### src/rtl/cb_pkg.sv
// Shared definitions for the parametrised vertical connection block:
// width helpers, the ipin-to-track wiring rule and the load-state type.
package cb_pkg;

  // Ceiling log2; returns 0 for values of 0 or 1.
  function automatic int clog2(input int value);
    int r;
    r = 0;
    while ((1 << r) < value) r++;
    return r;
  endfunction

  // Select bits needed per ipin mux.
  function automatic int sel_width(input int mux_size);
    return (mux_size < 2) ? 1 : clog2(mux_size);
  endfunction

  // Configuration chain length for the whole block.
  function automatic int chain_len(input int num_ipin, input int mux_size);
    return num_ipin * sel_width(mux_size);
  endfunction

  // Width of a counter that must reach the full chain length.
  function automatic int count_width(input int total);
    return (total < 1) ? 1 : clog2(total + 1);
  endfunction

  // Track feeding input k of the mux on ipin i. Pins are spread across
  // the channel with a stride so neighbouring pins see different tracks;
  // each pair of mux inputs (bottom/top) shares one track index.
  function automatic int track_of(input int i, input int k,
                                  input int chan_w, input int mux_size);
    int stride;
    stride = chan_w / (mux_size / 2);
    return (i % stride) + (k / 2) * stride;
  endfunction

  // Load progress of the shadow register, derived from the shift count.
  typedef enum logic [1:0] {
    LOAD_EMPTY   = 2'd0,
    LOAD_LOADING = 2'd1,
    LOAD_FULL    = 2'd2
  } load_state_e;

endpackage

### src/rtl/cb_cfg_chain.sv
// Double-buffered configuration chain: a serial shadow register that is
// copied into the active register on an accepted commit, plus the shift
// counter and the valid/error flags that describe load progress.
//
// Handshake: cfg_en qualifies one shift per prog_clk edge; cfg_commit is a
// one-edge pulse that is accepted only when the shadow is full (count at
// TOTAL). A rejected commit leaves active untouched and sets the sticky
// error flag. Commit and shift may coincide: active takes the pre-edge
// shadow while the shift still happens.
module cb_cfg_chain
  import cb_pkg::*;
#(
  parameter int TOTAL = 22,
  parameter int CNT_W = 5
) (
  input  logic              clk,
  input  logic              rst,
  input  logic              cfg_en,
  input  logic              ccff_head,
  input  logic              cfg_commit,
  output logic [TOTAL-1:0]  active,
  output logic              ccff_tail,
  output logic [CNT_W-1:0]  cfg_count,
  output logic              cfg_valid,
  output logic              cfg_err,
  output load_state_e       load_state
);

  localparam logic [CNT_W-1:0] FULL_CNT = CNT_W'(TOTAL);
  localparam logic [CNT_W-1:0] ONE_CNT  = CNT_W'(1);

  logic [TOTAL-1:0] shadow;
  logic [TOTAL:0]   shift_vec;
  logic [CNT_W-1:0] count_next;
  logic             full;
  logic             commit_ok;

  // New bit enters at bit 0; the oldest bit falls off the top.
  assign shift_vec = {shadow, ccff_head};
  assign full      = (cfg_count == FULL_CNT);
  assign commit_ok = cfg_commit & full;
  assign ccff_tail = shadow[TOTAL-1];

  // Shadow shift register, active copy and sticky flags.
  always_ff @(posedge clk or posedge rst) begin
    if (rst) begin
      shadow    <= '0;
      active    <= '0;
      cfg_valid <= 1'b0;
      cfg_err   <= 1'b0;
    end else begin
      if (cfg_en) begin
        shadow <= shift_vec[TOTAL-1:0];
      end
      if (commit_ok) begin
        active    <= shadow;
        cfg_valid <= 1'b1;
      end
      if (cfg_commit && !full) begin
        cfg_err <= 1'b1;
      end
    end
  end

  // Shift counter register (the load-state machine's state).
  always_ff @(posedge clk or posedge rst) begin
    if (rst) begin
      cfg_count <= '0;
    end else begin
      cfg_count <= count_next;
    end
  end

  // Next count: restart on an accepted commit, else saturating increment.
  always_comb begin
    count_next = cfg_count;
    if (commit_ok) begin
      count_next = cfg_en ? ONE_CNT : '0;
    end else if (cfg_en && !full) begin
      count_next = cfg_count + ONE_CNT;
    end
  end

  // Load state decoded from the count for status and debug.
  always_comb begin
    load_state = LOAD_LOADING;
    if (cfg_count == '0) begin
      load_state = LOAD_EMPTY;
    end else if (full) begin
      load_state = LOAD_FULL;
    end
  end

endmodule

### src/rtl/cby_param_cb.sv
// Parametrised vertical connection block. Tracks pass straight through in
// both directions; each grid input pin is driven by a MUX_SIZE:1 track mux
// whose select comes from the committed (active) configuration.
module cby_param_cb
  import cb_pkg::*;
#(
  parameter  int CHAN_W   = 10,
  parameter  int NUM_IPIN = 11,
  parameter  int MUX_SIZE = 4,
  localparam int SEL_W    = sel_width(MUX_SIZE),
  localparam int TOTAL    = chain_len(NUM_IPIN, MUX_SIZE),
  localparam int CNT_W    = count_width(TOTAL)
) (
  input  logic                prog_clk,
  input  logic                pReset,
  input  logic                cfg_en,
  input  logic                ccff_head,
  input  logic                cfg_commit,
  input  logic [CHAN_W-1:0]   chany_bottom_in,
  input  logic [CHAN_W-1:0]   chany_top_in,
  output logic [CHAN_W-1:0]   chany_bottom_out,
  output logic [CHAN_W-1:0]   chany_top_out,
  output logic [NUM_IPIN-1:0] ipin_out,
  output logic                ccff_tail,
  output logic [CNT_W-1:0]    cfg_count,
  output logic                cfg_done,
  output logic                cfg_valid,
  output logic                cfg_err
);

  // Mux input vector is padded to a power of two so every select value
  // indexes a real bit; padded inputs read as 0.
  localparam int MUX_W = 1 << SEL_W;

  logic [TOTAL-1:0] active;
  load_state_e      chain_state;

  // Pass-through is purely combinational and independent of configuration.
  assign chany_top_out    = chany_bottom_in;
  assign chany_bottom_out = chany_top_in;

  cb_cfg_chain #(
    .TOTAL (TOTAL),
    .CNT_W (CNT_W)
  ) u_chain (
    .clk        (prog_clk),
    .rst        (pReset),
    .cfg_en     (cfg_en),
    .ccff_head  (ccff_head),
    .cfg_commit (cfg_commit),
    .active     (active),
    .ccff_tail  (ccff_tail),
    .cfg_count  (cfg_count),
    .cfg_valid  (cfg_valid),
    .cfg_err    (cfg_err),
    .load_state (chain_state)
  );

  assign cfg_done = (chain_state == LOAD_FULL);

  for (genvar i = 0; i < NUM_IPIN; i++) begin : g_ipin
    logic [MUX_W-1:0] mux_in;
    logic [SEL_W-1:0] sel;

    for (genvar k = 0; k < MUX_W; k++) begin : g_in
      if (k >= MUX_SIZE) begin : g_pad
        assign mux_in[k] = 1'b0;
      end else if ((k % 2) == 0) begin : g_bot
        assign mux_in[k] = chany_bottom_in[track_of(i, k, CHAN_W, MUX_SIZE)];
      end else begin : g_top
        assign mux_in[k] = chany_top_in[track_of(i, k, CHAN_W, MUX_SIZE)];
      end
    end

    assign sel = active[i*SEL_W +: SEL_W];
    // Gate with cfg_valid so an uncommitted block never drives a pin.
    assign ipin_out[i] = cfg_valid & mux_in[sel];
  end

endmodule

### config.mk
export PLATFORM = sky130hd
export DESIGN_NAME = cby_param_cb
export DESIGN_NICKNAME = d
export VERILOG_FILES = /design/src/rtl/cb_pkg.sv /design/src/rtl/cb_cfg_chain.sv /design/src/rtl/cby_param_cb.sv
export SDC_FILE = /design/constraint.sdc
export NUM_CORES = 1
export LEC_CHECK = 0
export ABC_AREA = 1
export BUFFER_PORTS_ARGS = -buffer_cell sky130_fd_sc_hd__buf_2
export CAP_MARGIN = 20
export CORE_ASPECT_RATIO = 0.9
export CORE_MARGIN = 2
export CORE_UTILIZATION = 55
export CTS_CLUSTER_DIAMETER = 100
export DETAILED_ROUTE_END_ITERATION = 6
export HOLD_SLACK_MARGIN = 0.08
export PLACE_DENSITY = 0.82
export SLEW_MARGIN = 20
export SYNTH_ARGS = -nofsm -noshare
export SYNTH_HDL_FRONTEND = slang
export SYNTH_SLANG_ARGS = --single-unit
### constraint.sdc
create_clock -name prog_clk -period 3.6 [get_ports prog_clk]
set_clock_uncertainty 0.1 [all_clocks]
set_input_delay 0.54 -clock prog_clk [delete_from_list [all_inputs] [get_ports prog_clk]]
set_output_delay 0.54 -clock prog_clk [all_outputs]
set_load 0.005 [all_outputs]
; ---- After elaboration in Yosys (flattened, before gate mapping)
; Index checks and enable logic that the tools add are counted.
[totals]
ram_bits = 0
input_bits = 25
out_inout_bits = 40
wordCells = 63
n_memories = 0
mem_bits_ro = 0
regBits = 51
latchBits = 0
[op_classes]
n_lt_le_gt_ge = 11
shift = 0
n_reduce_logical = 5
mul = 0
bitwise_logic = 12
eq_ne = 2
mux = 27
n_addsub = 1
n_div = 0
[ops]
columns = op, n
row1 = $lt 2x3->1 const B, 11
row2 = $bmux 1 s2, 11
row3 = $and 1x1->1, 12
row4 = $mux 1, 12
row5 = $mux 5, 2
row6 = $add 5x1->5 const B, 1
row7 = $eq 5x5->1 const B, 1
row8 = $logic_not 5->1, 1
row9 = $mux 2, 2
row10 = $eq 2x2->1 const B, 1
row11 = $logic_and 1x1->1, 2
row12 = $reduce_bool 2->1, 1
row13 = $logic_not 1->1, 1

; ---- Logic depth before layout (Yosys ltp)
; Gate-level depths: netlist of run 1.
[logic_depth]
depth_word = 5
ltp_mapped = 9
ltp_nobuf = 9

; ---- By module
; Synthesis of run 1 repeated with hierarchy kept, for this count alone.
[hier_totals]
cells_unflattened = 384
hier_area_um2 = 2740.1
[by_module_without_submodules]
columns = module, cells_each, area_each_um2, n_inst, seq_area_each_um2
row1 = cb_cfg_chain, 241, 2085.8, 1, 1276.2
row2 = cby_param_cb, 143, 654.4, 1, 0.0

; ---- Least setup slack after synthesis of run 1
; Ideal clock, no wire load.
[synth_path]
path_kind = flip-flop to output port
startpoint = register u_chain.cfg_count[0]
endpoint = output port cfg_done
t_required_ps = 2960
path_buffers = 0
t_arrival_ps = 962
path_slack_ps = 1998
stages_incl_launch_ff = 7
path_cell_list = dfrtp_1 > inv_1 > ha_1 > nand2_1 > inv_1 > nand2_1 > inv_1
[synth_via]
elab_chain_len = 4
elab_cells_between_ends = 5
classes_between = eq/ne: 2 / mux: 2 / reduce/logical: 1
[synth_rtl]
columns = element, line_no
row1 = from (decl), cb_cfg_chain.sv:23  ; output logic [CNT_W-1:0] cfg_count,
row2 = from (signal assigned), cb_cfg_chain.sv:70  ; cfg_count <= count_next;
row3 = $eq 5x5->1, cb_cfg_chain.sv:40  ; assign full = (cfg_count == FULL_CNT);
row4 = $mux 2, cb_cfg_chain.sv:89  ; end else if (full) begin
row5 = $mux 2 (*), cb_cfg_chain.sv:87  ; if (cfg_count == '0) begin
row6 = $eq 2x2->1 (*), cby_param_cb.sv:59  ; assign cfg_done = (chain_state == LOAD_FULL);
row7 = to (decl), cby_param_cb.sv:26  ; output logic cfg_done,
; Mark *: on every way between the ends. The rest lies on a longest branch, timed or not.

; ---- Worst setup path after layout of run 1
; Ends and elaborated chain as after synthesis.

==> results.json, run 1 <==
{
  "status": "finished, final reports clean",
  "cp_cell_sequence": "inv_1, ha_1, nand2_1, inv_1, nand2_1, inv_1, buf_2",
  "die_w_um": 75.67,
  "gp_congestion": 0.7650,
  "crit_path_frequent_cell": "inv_1",
  "cts_resized": 0,
  "insertion_delay_ns": 0.30,
  "drtIter0Drc": 100,
  "fin_crit_sh_pct": 58.49,
  "worst_path_largest_cell_delay_ns": 0.43,
  "multi_input_area_um2": 893.4,
  "drc": 0,
  "antenna_found_initial": 0,
  "place_inst": 397,
  "worst_pin_slew_ns": 0.8476,
  "worstReg2RegStart": "u_chain.cfg_count[0]",
  "critPathMaxFanout": 6,
  "critPathCapture": "cfg_done",
  "setup_viol": 0,
  "grt_pass1_wl_mm": 7.748,
  "final_cell_mix": "nand2_1, buf_2, dfrtp_1",
  "cts.hold.buffers_added": 0,
  "cp.required_ns": 2.96,
  "pre_cts_slack_ns": 1.787,
  "cts_num_sinks": 51,
  "startpoint_type": "flip-flop",
  "fin_crit_ns": 2.105,
  "worstSetupStartpoint": "u_chain.cfg_count[0]",
  "die_y_um": 68.50,
  "final.setup.worst_slack_ns": 1.495,
  "portBuffers": 64,
  "io_pins": 65,
  "postSynthAreaPerCell_um2": 8.447,
  "cts_made_buffers": 5,
  "num_vias": 2038,
  "p_leak_nw": 1.424,
  "final_common_cell": "nand2_1",
  "initial_core_util_pct": 57.00,
  "diodes": 0,
  "slowest_stage": "dfrtp_1",
  "tns_ns": 0,
  "r2r_slack_ns": 1.80,
  "synth.cell_area_mm2": 0.002542,
  "postCtsSetupBuffers": 0,
  "rows": 23,
  "yosys_warnings": 0,
  "ys_seq_area_share_pct": 50.20,
  "first_pass_iters": 4,
  "nNetsFinal": 369,
  "cp-end-kind": "primary output",
  "criticalPathCategory": "flip-flop to primary output",
  "layout.cells.non_filler": 405,
  "grt_usage_pct": 20.16,
  "synth.distinct_cells": 22,
  "placed_cell_area_mm2": 0.002730,
  "grt_pass1_vias": 1761,
  "power_mw": 1.709,
  "nFillCells": 380,
  "cts.path.max_buffers": 2,
  "cp.arrival_ns": 1.47,
  "synth_nets": 328,
  "wire_per_inst_um": 11.84,
  "hpwl_mm": 3.435,
  "grt_max_degree": 52,
  "seqCellArea_mm2": 0.001276,
  "max_cap_viol_count": 0,
  "stdcell_area_mm2": 0.002835,
  "cts_tree": "done",
  "max_freq_mhz": 474.9,
  "relSlewSlack_pct": 43.43,
  "vias_per_cell": 5.032,
  "finalMaxSlewViolations": 0,
  "holdCritPathClass": "primary input to asynchronous set/reset pin",
  "syn2layout_area_growth_pct": 11.52,
  "p_per_area_mw_per_mm2": 602.7,
  "rsz0062_at_grt": "false",
  "die-area_mm2": 0.005183,
  "synth-seq-cells": 51,
  "grt.overflow.total": 0,
  "htree_levels": 2,
  "layout-drive-gt1-share_pct": 24.20,
  "cts_root_buffer": "clkbuf_8",
  "fp.coreArea_mm2": 0.004461,
  "ant_nets": 0,
  "routed_wl_mm": 4.794,
  "r2r_cells": 8,
  "hold_viol": 0,
  "synth_cells": 301,
  "r2r_end": "u_chain.active[5]",
  "clk_pin_slew_ns": 0.09,
  "vdd_drop_max_mv": 0.3902
}
area by class of cell:
type,count,area share (%)
clock buffer,7,3.398
clock inverter,1,0.2648
multi-input combinational,178,31.51
inverter,42,5.781
tap,62,2.736
sequential,51,45.01
timing repair buffer,64,11.30
synthesized netlist by cell type:
cell type  instances  area [um^2]
a21oi_1           19        95.09
clkinv_4           1        8.760
nor2_4             1        11.26
o21ai_2            6        52.55
nand3_1            6        30.03
o211ai_1          19        142.6
buf_2              3        15.01
o21ai_0           24        120.1
a21o_1             1        7.510
inv_1             40        150.1
buf_6              2        22.52
nor2_1            17        63.81
clkbuf_1           4        15.01
inv_2              1        3.750
nand2_1           71        266.5
ha_1               2        25.02
nand4_1            2        12.51
dfrtp_1           51         1276
nand3_4            1        17.52
o21ai_1            8        40.04
buf_4             21        157.7
xnor2_1            1        8.760
critical path: cells and delay by family (launching register included):
| family | cells | cell delay [ns] |
|---|---|---|
| buf+inv | 4 | 0.32 |
| flops | 1 | 0.43 |
| simple gates | 2 | 0.22 |
| fa+ha+maj | 1 | 0.20 |
where the power goes:
group,switching [mW],leakage [nW],total (mW),internal [mW]
Sequential,0.131,0.610,0.850,0.719
Clock,0.181,0.0505,0.356,0.175
Combinational,0.265,0.764,0.503,0.237
Total,0.577,1.42,1.71,1.13
cell families (layout without fill, tap and decap cells):
family / count (synthesis) / after routing / synth area share [%]
flops: 51 / 51 / 50.20
buf+inv: 72 / 114 / 14.66
simple gates: 98 / 98 / 15.80
fa+ha+maj: 2 / 2 / 0.9841
compound gates: 77 / 77 / 18.01
xor+xnor: 1 / 1 / 0.3446
routing by layer:
metal / global-route usage (%) / vias to the layer above / part of all wire (%)
met2: 31.52 / 57 / 46
met4: 8.553 / 0 / 1.3
li1: - / 1037 / -
met3: 4.797 / 7 / 5.3
met1: 27.12 / 937 / 47
met5: 0 / - / 0
flip-flops by register name (all words and copies together) (netlist names):
register	flops
u_chain.cfg_valid	1
u_chain.cfg_err	1
u_chain.active	22
u_chain.shadow	22
u_chain.cfg_count	5
how the worst min path moves through the flow:
stage                          startpoint                end  slack, ns
after floorplan           u_chain.cfg_err    u_chain.cfg_err       0.35
after global placement    u_chain.cfg_err    u_chain.cfg_err       0.35
after global routing               pReset    u_chain.cfg_err       0.34
after detailed placement  u_chain.cfg_err    u_chain.cfg_err       0.36
final                              pReset  u_chain.shadow[1]       0.27
after CTS                       ccff_head  u_chain.shadow[0]       0.33
stage by stage:
step / util, % / hold WS, ns
after floorplan: - / 0.3510
after global placement: 61.21 / 0.3496
after detailed placement: 61.21 / 0.3591
after CTS: 63.53 / 0.3330
after global routing: 63.56 / 0.3428
final: 63.56 / 0.2718
Power figures use the tool's default switching activity.
==> run 2: changes to the inputs <==
--- a/config.mk
+++ b/config.mk
@@ -10,11 +10,11 @@
 export CAP_MARGIN = 20
 export CORE_ASPECT_RATIO = 0.9
 export CORE_MARGIN = 2
-export CORE_UTILIZATION = 55
+export CORE_UTILIZATION = 48
 export CTS_CLUSTER_DIAMETER = 100
 export DETAILED_ROUTE_END_ITERATION = 6
 export HOLD_SLACK_MARGIN = 0.08
-export PLACE_DENSITY = 0.82
+export PLACE_DENSITY = 0.76
 export SLEW_MARGIN = 20
 export SYNTH_ARGS = -nofsm -noshare
 export SYNTH_HDL_FRONTEND = slang
==> constraint.sdc (replaced) <==
create_clock -name prog_clk -period 1.7 [get_ports prog_clk]
set_clock_uncertainty 0.1 [all_clocks]
set_input_delay 0.255 -clock prog_clk [delete_from_list [all_inputs] [get_ports prog_clk]]
set_output_delay 0.255 -clock prog_clk [all_outputs]
set_load 0.005 [all_outputs]
==> results.json, run 2 (synthesis results as in run 1) <==
{
  "status": "finished, final reports clean",
  "die-area_mm2": 0.005896,
  "vias_per_cell": 4.879,
  "final_common_cell": "nand2_1",
  "fin_crit_sh_pct": 97.01,
  "grt_usage_pct": 18.79,
  "relSlewSlack_pct": 69.53,
  "worst_path_largest_cell_delay_ns": 0.40,
  "nFillCells": 464,
  "p_per_area_mw_per_mm2": 1227,
  "diodes": 0,
  "wl_met2_mm": 2.344,
  "met3_wirelength_um": 271,
  "syn2layout_area_growth_pct": 16.68,
  "cts_num_sinks": 51,
  "final_core_util_pct": 57.13,
  "crit_path_frequent_cell": "inv_2",
  "cp.required_ns": 1.34,
  "cts_tree": "done",
  "startpoint_type": "flip-flop",
  "portBuffers": 64,
  "seqCellArea_mm2": 0.001276,
  "gp_congestion": 0.8417,
  "fp.coreArea_mm2": 0.005192,
  "slowest_stage": "dfrtp_1",
  "cp_cell_sequence": "inv_2, ha_1, nand2_1, inv_2, nand2_4, inv_1, buf_2",
  "rsz0062_at_grt": "true",
  "criticalPathCategory": "flip-flop to primary output",
  "final.setup.worst_slack_ns": 0.05088,
  "initial_core_util_pct": 48.96,
  "die_w_um": 80.72,
  "ant_nets": 0,
  "grt_pass1_vias": 1943,
  "layout-drive-gt1-share_pct": 27.32,
  "hold_viol": 0,
  "cp-end-kind": "primary output",
  "insertion_delay_ns": 0.30,
  "nNetsFinal": 381,
  "die_y_um": 73.05,
  "drc": 0,
  "m1WireLength_mm": 2.440,
  "hpwl_mm": 3.542,
  "antenna_found_initial": 0,
  "final_cell_mix": "nand2_1, buf_2, dfrtp_1",
  "setup_viol": 0,
  "cts.path.max_buffers": 2,
  "first_pass_iters": 4,
  "vdd_drop_max_mv": 0.5812,
  "multi_input_area_um2": 900.9,
  "finalMaxSlewViolations": 0,
  "num_vias": 2059,
  "holdCritPathClass": "primary input to flip-flop",
  "htree_levels": 2,
  "fin_crit_ns": 1.649,
  "grt.overflow.total": 0,
  "grt_max_degree": 52,
  "cp.arrival_ns": 1.29,
  "worst_pin_slew_ns": 0.4570,
  "routed_wl_mm": 5.111,
  "max_freq_mhz": 606.4,
  "cts_made_buffers": 5,
  "p_leak_nw": 1.489,
  "drtIter0Drc": 126,
  "critPathMaxFanout": 6,
  "pre_cts_slack_ns": 0.1539,
  "io_pins": 65,
  "reg_top3": "u_chain.active: 22 flops, u_chain.shadow: 22 flops, u_chain.cfg_count: 5 flops",
  "max_cap_viol_count": 0,
  "clk_pin_slew_ns": 0.09,
  "cts_root_buffer": "clkbuf_8",
  "routed.top_layer": "met4",
  "grt_pass1_wl_mm": 8.562,
  "wire_per_inst_um": 12.11,
  "rows": 25
}
run 2: changes by cell type in the layout (fill, tap and decap cells not counted), moves of 2 or more:
cell / delta
dlygate4sd3_1: +2
clkinvlp_4: +2
inv_1: -3
buf_12: +3
clkbuf_8: -2
inv_2: +3
buf_4: +6
run 2: layout make-up:
class / count / area share (%)
Clock buffer: 5 / 2.320
Clock inverter: 3 / 0.6748
Tap cell: 67 / 2.826
Sequential cell: 51 / 43.02
Timing Repair Buffer: 76 / 15.18
Inverter: 42 / 5.609
Multi-Input combinational cell: 178 / 30.37
run 2: where the power goes:
part / leakage (nW) / switching [mW] / internal [mW]
Combinational: 0.839 / 0.609 / 0.557
Sequential: 0.610 / 0.267 / 1.52
Clock: 0.0402 / 0.398 / 0.287
run 2: per-stage QoR:
step	TNS, ns	hold WS (ns)	cells	total power, mW	cell area [um^2]
after global placement	0	0.2143	406	2.875	2804
final	0	0.1143	422	3.640	2967
after global routing	-0.04372	0.09987	422	3.937	2967
after floorplan	0	0.2756	301	2.508	2542
after detailed placement	0	0.2158	406	2.934	2804
after CTS	0	0.1015	417	3.648	2923
run 2: final timing paths:
path	start	endpoint	slack, ns	depth (start not counted)
setup reg to reg	u_chain.cfg_count[0]	u_chain.cfg_count[2]	0.10	9
max in group asynchronous	pReset	u_chain.shadow[17]	0.85	4
hold / removal	cfg_commit	u_chain.cfg_err	0.11	2
min in group asynchronous	pReset	u_chain.active[2]	0.43	4
hold reg to reg	u_chain.cfg_err	u_chain.cfg_err	0.37	1
setup / recovery	u_chain.cfg_count[0]	cfg_done	0.05	7
run 2: worst max-delay path: cells and delay by family (launching register included):
| kind | cells | cell delay [ns] |
|---|---|---|
| flops | 1 | 0.40 |
| buf+inv | 4 | 0.30 |
| simple gates | 2 | 0.14 |
| fa+ha+maj | 1 | 0.15 |
run 2: repair_timing:
item,4_1_cts,5_1_grt
gates resized for setup,3,2
setup endpoints to repair,1,12
hold buffers,2,0
buffers inserted,1,5
hold endpoints to repair,52,0
run 2: per-layer routing:
layer	vias up	global-route usage (%)
li1	1062	-
met3	7	4.084
met5	-	0
met4	0	5.085
met1	933	25.22
met2	57	31.11
==> run 3: changes to the inputs <==
--- a/config.mk
+++ b/config.mk
@@ -15,6 +15,7 @@
 export DETAILED_ROUTE_END_ITERATION = 6
 export HOLD_SLACK_MARGIN = 0.08
 export PLACE_DENSITY = 0.76
+export SETUP_SLACK_MARGIN = 0.2
 export SLEW_MARGIN = 20
 export SYNTH_ARGS = -nofsm -noshare
 export SYNTH_HDL_FRONTEND = slang
==> results.json, run 3 (synthesis results as in run 1) <==
{
  "r2r_cells": 9,
  "nFillCells": 416,
  "clk_pin_slew_ns": 0.08,
  "r2r_slack_ns": 0.10,
  "gp_congestion": 0.8146,
  "cts_num_sinks": 51,
  "reg_top3": "u_chain.active: 22 flops, u_chain.shadow: 22 flops, u_chain.cfg_count: 5 flops",
  "p_per_area_mw_per_mm2": 1238,
  "status": "finished, final reports clean",
  "antenna_found_initial": 0,
  "routed_wl_mm": 5.549,
  "num_vias": 2191,
  "hold_viol": 0,
  "cts_root_buffer": "clkbuf_8",
  "pwr-share-clk_pct": 19.9,
  "insertion_delay_ns": 0.30,
  "holdCritStartpoint": "cfg_commit",
  "m1WireLength_mm": 2.550,
  "r2r_end": "u_chain.active[10]",
  "max_cap_viol_count": 0,
  "diodes": 0,
  "max_freq_mhz": 621.7,
  "wire_per_inst_um": 12.70,
  "relSlewSlack_pct": 72.69,
  "worstReg2RegStart": "u_chain.cfg_count[0]",
  "cp.arrival_ns": 1.25,
  "final_core_util_pct": 63.83,
  "routed.top_layer": "met4",
  "cp.required_ns": 1.34,
  "vdd_drop_max_mv": 0.6377,
  "cts.path.max_buffers": 2,
  "syn2layout_area_growth_pct": 30.36,
  "first_pass_iters": 4,
  "drtIter0Drc": 148,
  "hpwl_mm": 3.318,
  "cts_made_buffers": 5,
  "vias_per_cell": 5.014,
  "fp.coreArea_mm2": 0.005192,
  "hold_depth": 2,
  "power_mw": 4.104,
  "die_y_um": 73.05,
  "nNetsFinal": 397,
  "grt_pass1_vias": 1865,
  "final_common_cell": "buf_2",
  "drc": 0,
  "p_int_mw": 2.705,
  "hold_end": "u_chain.cfg_err",
  "startpoint_type": "flip-flop",
  "holdCritPathClass": "primary input to flip-flop",
  "initial_core_util_pct": 48.96,
  "critPathMaxFanout": 2,
  "p_leak_nw": 1.608,
  "layout.cells.non_filler": 437,
  "grt_max_degree": 52,
  "layout-drive-gt1-share_pct": 38.92,
  "grt_usage_pct": 18.03,
  "grt_pass1_wl_mm": 8.148,
  "grt.overflow.total": 0,
  "fin_crit_ns": 1.608,
  "tns_ns": 0,
  "cp-end-kind": "primary output",
  "fin_crit_sh_pct": 94.61,
  "final_cell_mix": "buf_2, nand2_1, dfrtp_1",
  "rows": 25,
  "die-area_mm2": 0.005896,
  "share_seq_of_total_power_pct": 44.1,
  "finalMaxSlewViolations": 0,
  "place_inst": 407,
  "setup_viol": 0,
  "p_switching_mw": 1.400,
  "ant_nets": 0,
  "cts_tree": "done",
  "io_pins": 65,
  "htree_levels": 2,
  "p_sw_share_pct": 34.10,
  "holdWs_ns": 0.1568,
  "comb_power_share_pct": 36.0,
  "portBuffers": 64,
  "worst_pin_slew_ns": 0.4097,
  "criticalPathCategory": "flip-flop to primary output",
  "met3_wirelength_um": 262,
  "rsz0062_at_grt": "true",
  "die_w_um": 80.72,
  "wl_met2_mm": 2.640
}
[run 3: cell types whose count changed in the layout (fill, tap and decap cells not counted), moves of 5 or more]
cell / previous run / this run
nand2_1: 70 / 57
a21oi_1: 19 / 8
a21oi_2: 0 / 11
buf_4: 6 / 14
nand2_4: 1 / 9
buf_6: 0 / 6
nand2_2: 0 / 5
[run 3: layout make-up]
type	count	area (um^2)	area share (%)
Sequential cell	51	1279	38.58
Multi-Input combinational cell	179	1052	31.75
Timing Repair Buffer	91	623.1	18.80
Inverter	42	170.2	5.134
Tap cell	67	83.83	2.529
Clock buffer	5	68.82	2.076
Clock inverter	2	37.54	1.133
[run 3: metrics by stage]
| stage | instance area (um^2) | setup slack, ns |
|---|---|---|
| 3_3_place_gp | 2815 | 0.2520 |
| 6_report | 3314 | 0.09157 |
| 5_1_grt | 3314 | 0.009027 |
| 2_1_floorplan | 2546 | 0.2856 |
| 4_1_cts | 3087 | 0.09953 |
| 3_5_place_dp | 2815 | 0.2385 |
[run 3: worst max path at each step]
stage | from | slack [ns] | end
after floorplan | u_chain.cfg_count[0] | 0.29 | u_chain.cfg_count[0]
final | u_chain.cfg_count[0] | 0.09 | cfg_done
after global placement | u_chain.cfg_count[0] | 0.25 | u_chain.active[12]
after detailed placement | u_chain.cfg_count[0] | 0.24 | u_chain.active[12]
after CTS | u_chain.cfg_count[0] | 0.1 | cfg_done
after global routing | u_chain.cfg_count[0] | 0.009 | u_chain.active[10]
[run 3: routing by layer]
| metal | vias to the layer above | GRT usage, % |
|---|---|---|
| met5 | - | 0 |
| met4 | 0 | 7.345 |
| met3 | 11 | 2.970 |
| met2 | 60 | 29.54 |
| met1 | 1024 | 24.10 |
| li1 | 1096 | - |
[run 3: repair_timing]
action | CTS | global route
gates resized for setup | 21 | 34
setup buffers | 11 | 6
hold endpoints to repair | 52 | 0
cloned | 0 | 4
endpoints found under the setup margin | 12 | 38
hold buffers | 2 | 0
pin swaps | 15 | 16
[run 3: power groups by stage]
| stage | Combinational, mW | Clock (mW) | Sequential, mW |
|---|---|---|---|
| after floorplan | 0.750 | 0 | 1.76 |
| after global placement | 1.07 | 0 | 1.80 |
| after detailed placement | 1.11 | 0 | 1.81 |
| after CTS | 1.29 | 0.826 | 1.78 |
| after global routing | 1.66 | 0.869 | 1.85 |
| final | 1.48 | 0.815 | 1.81 |
[run 3: worst max-delay path: stages (launching register included)]
cell and delay, ns:
dfrtp_1 0.41, inv_2 0.09, ha_4 0.12, nand2_2 0.05, inv_2 0.09, nand2_4 0.06
inv_2 0.04, buf_2 0.09
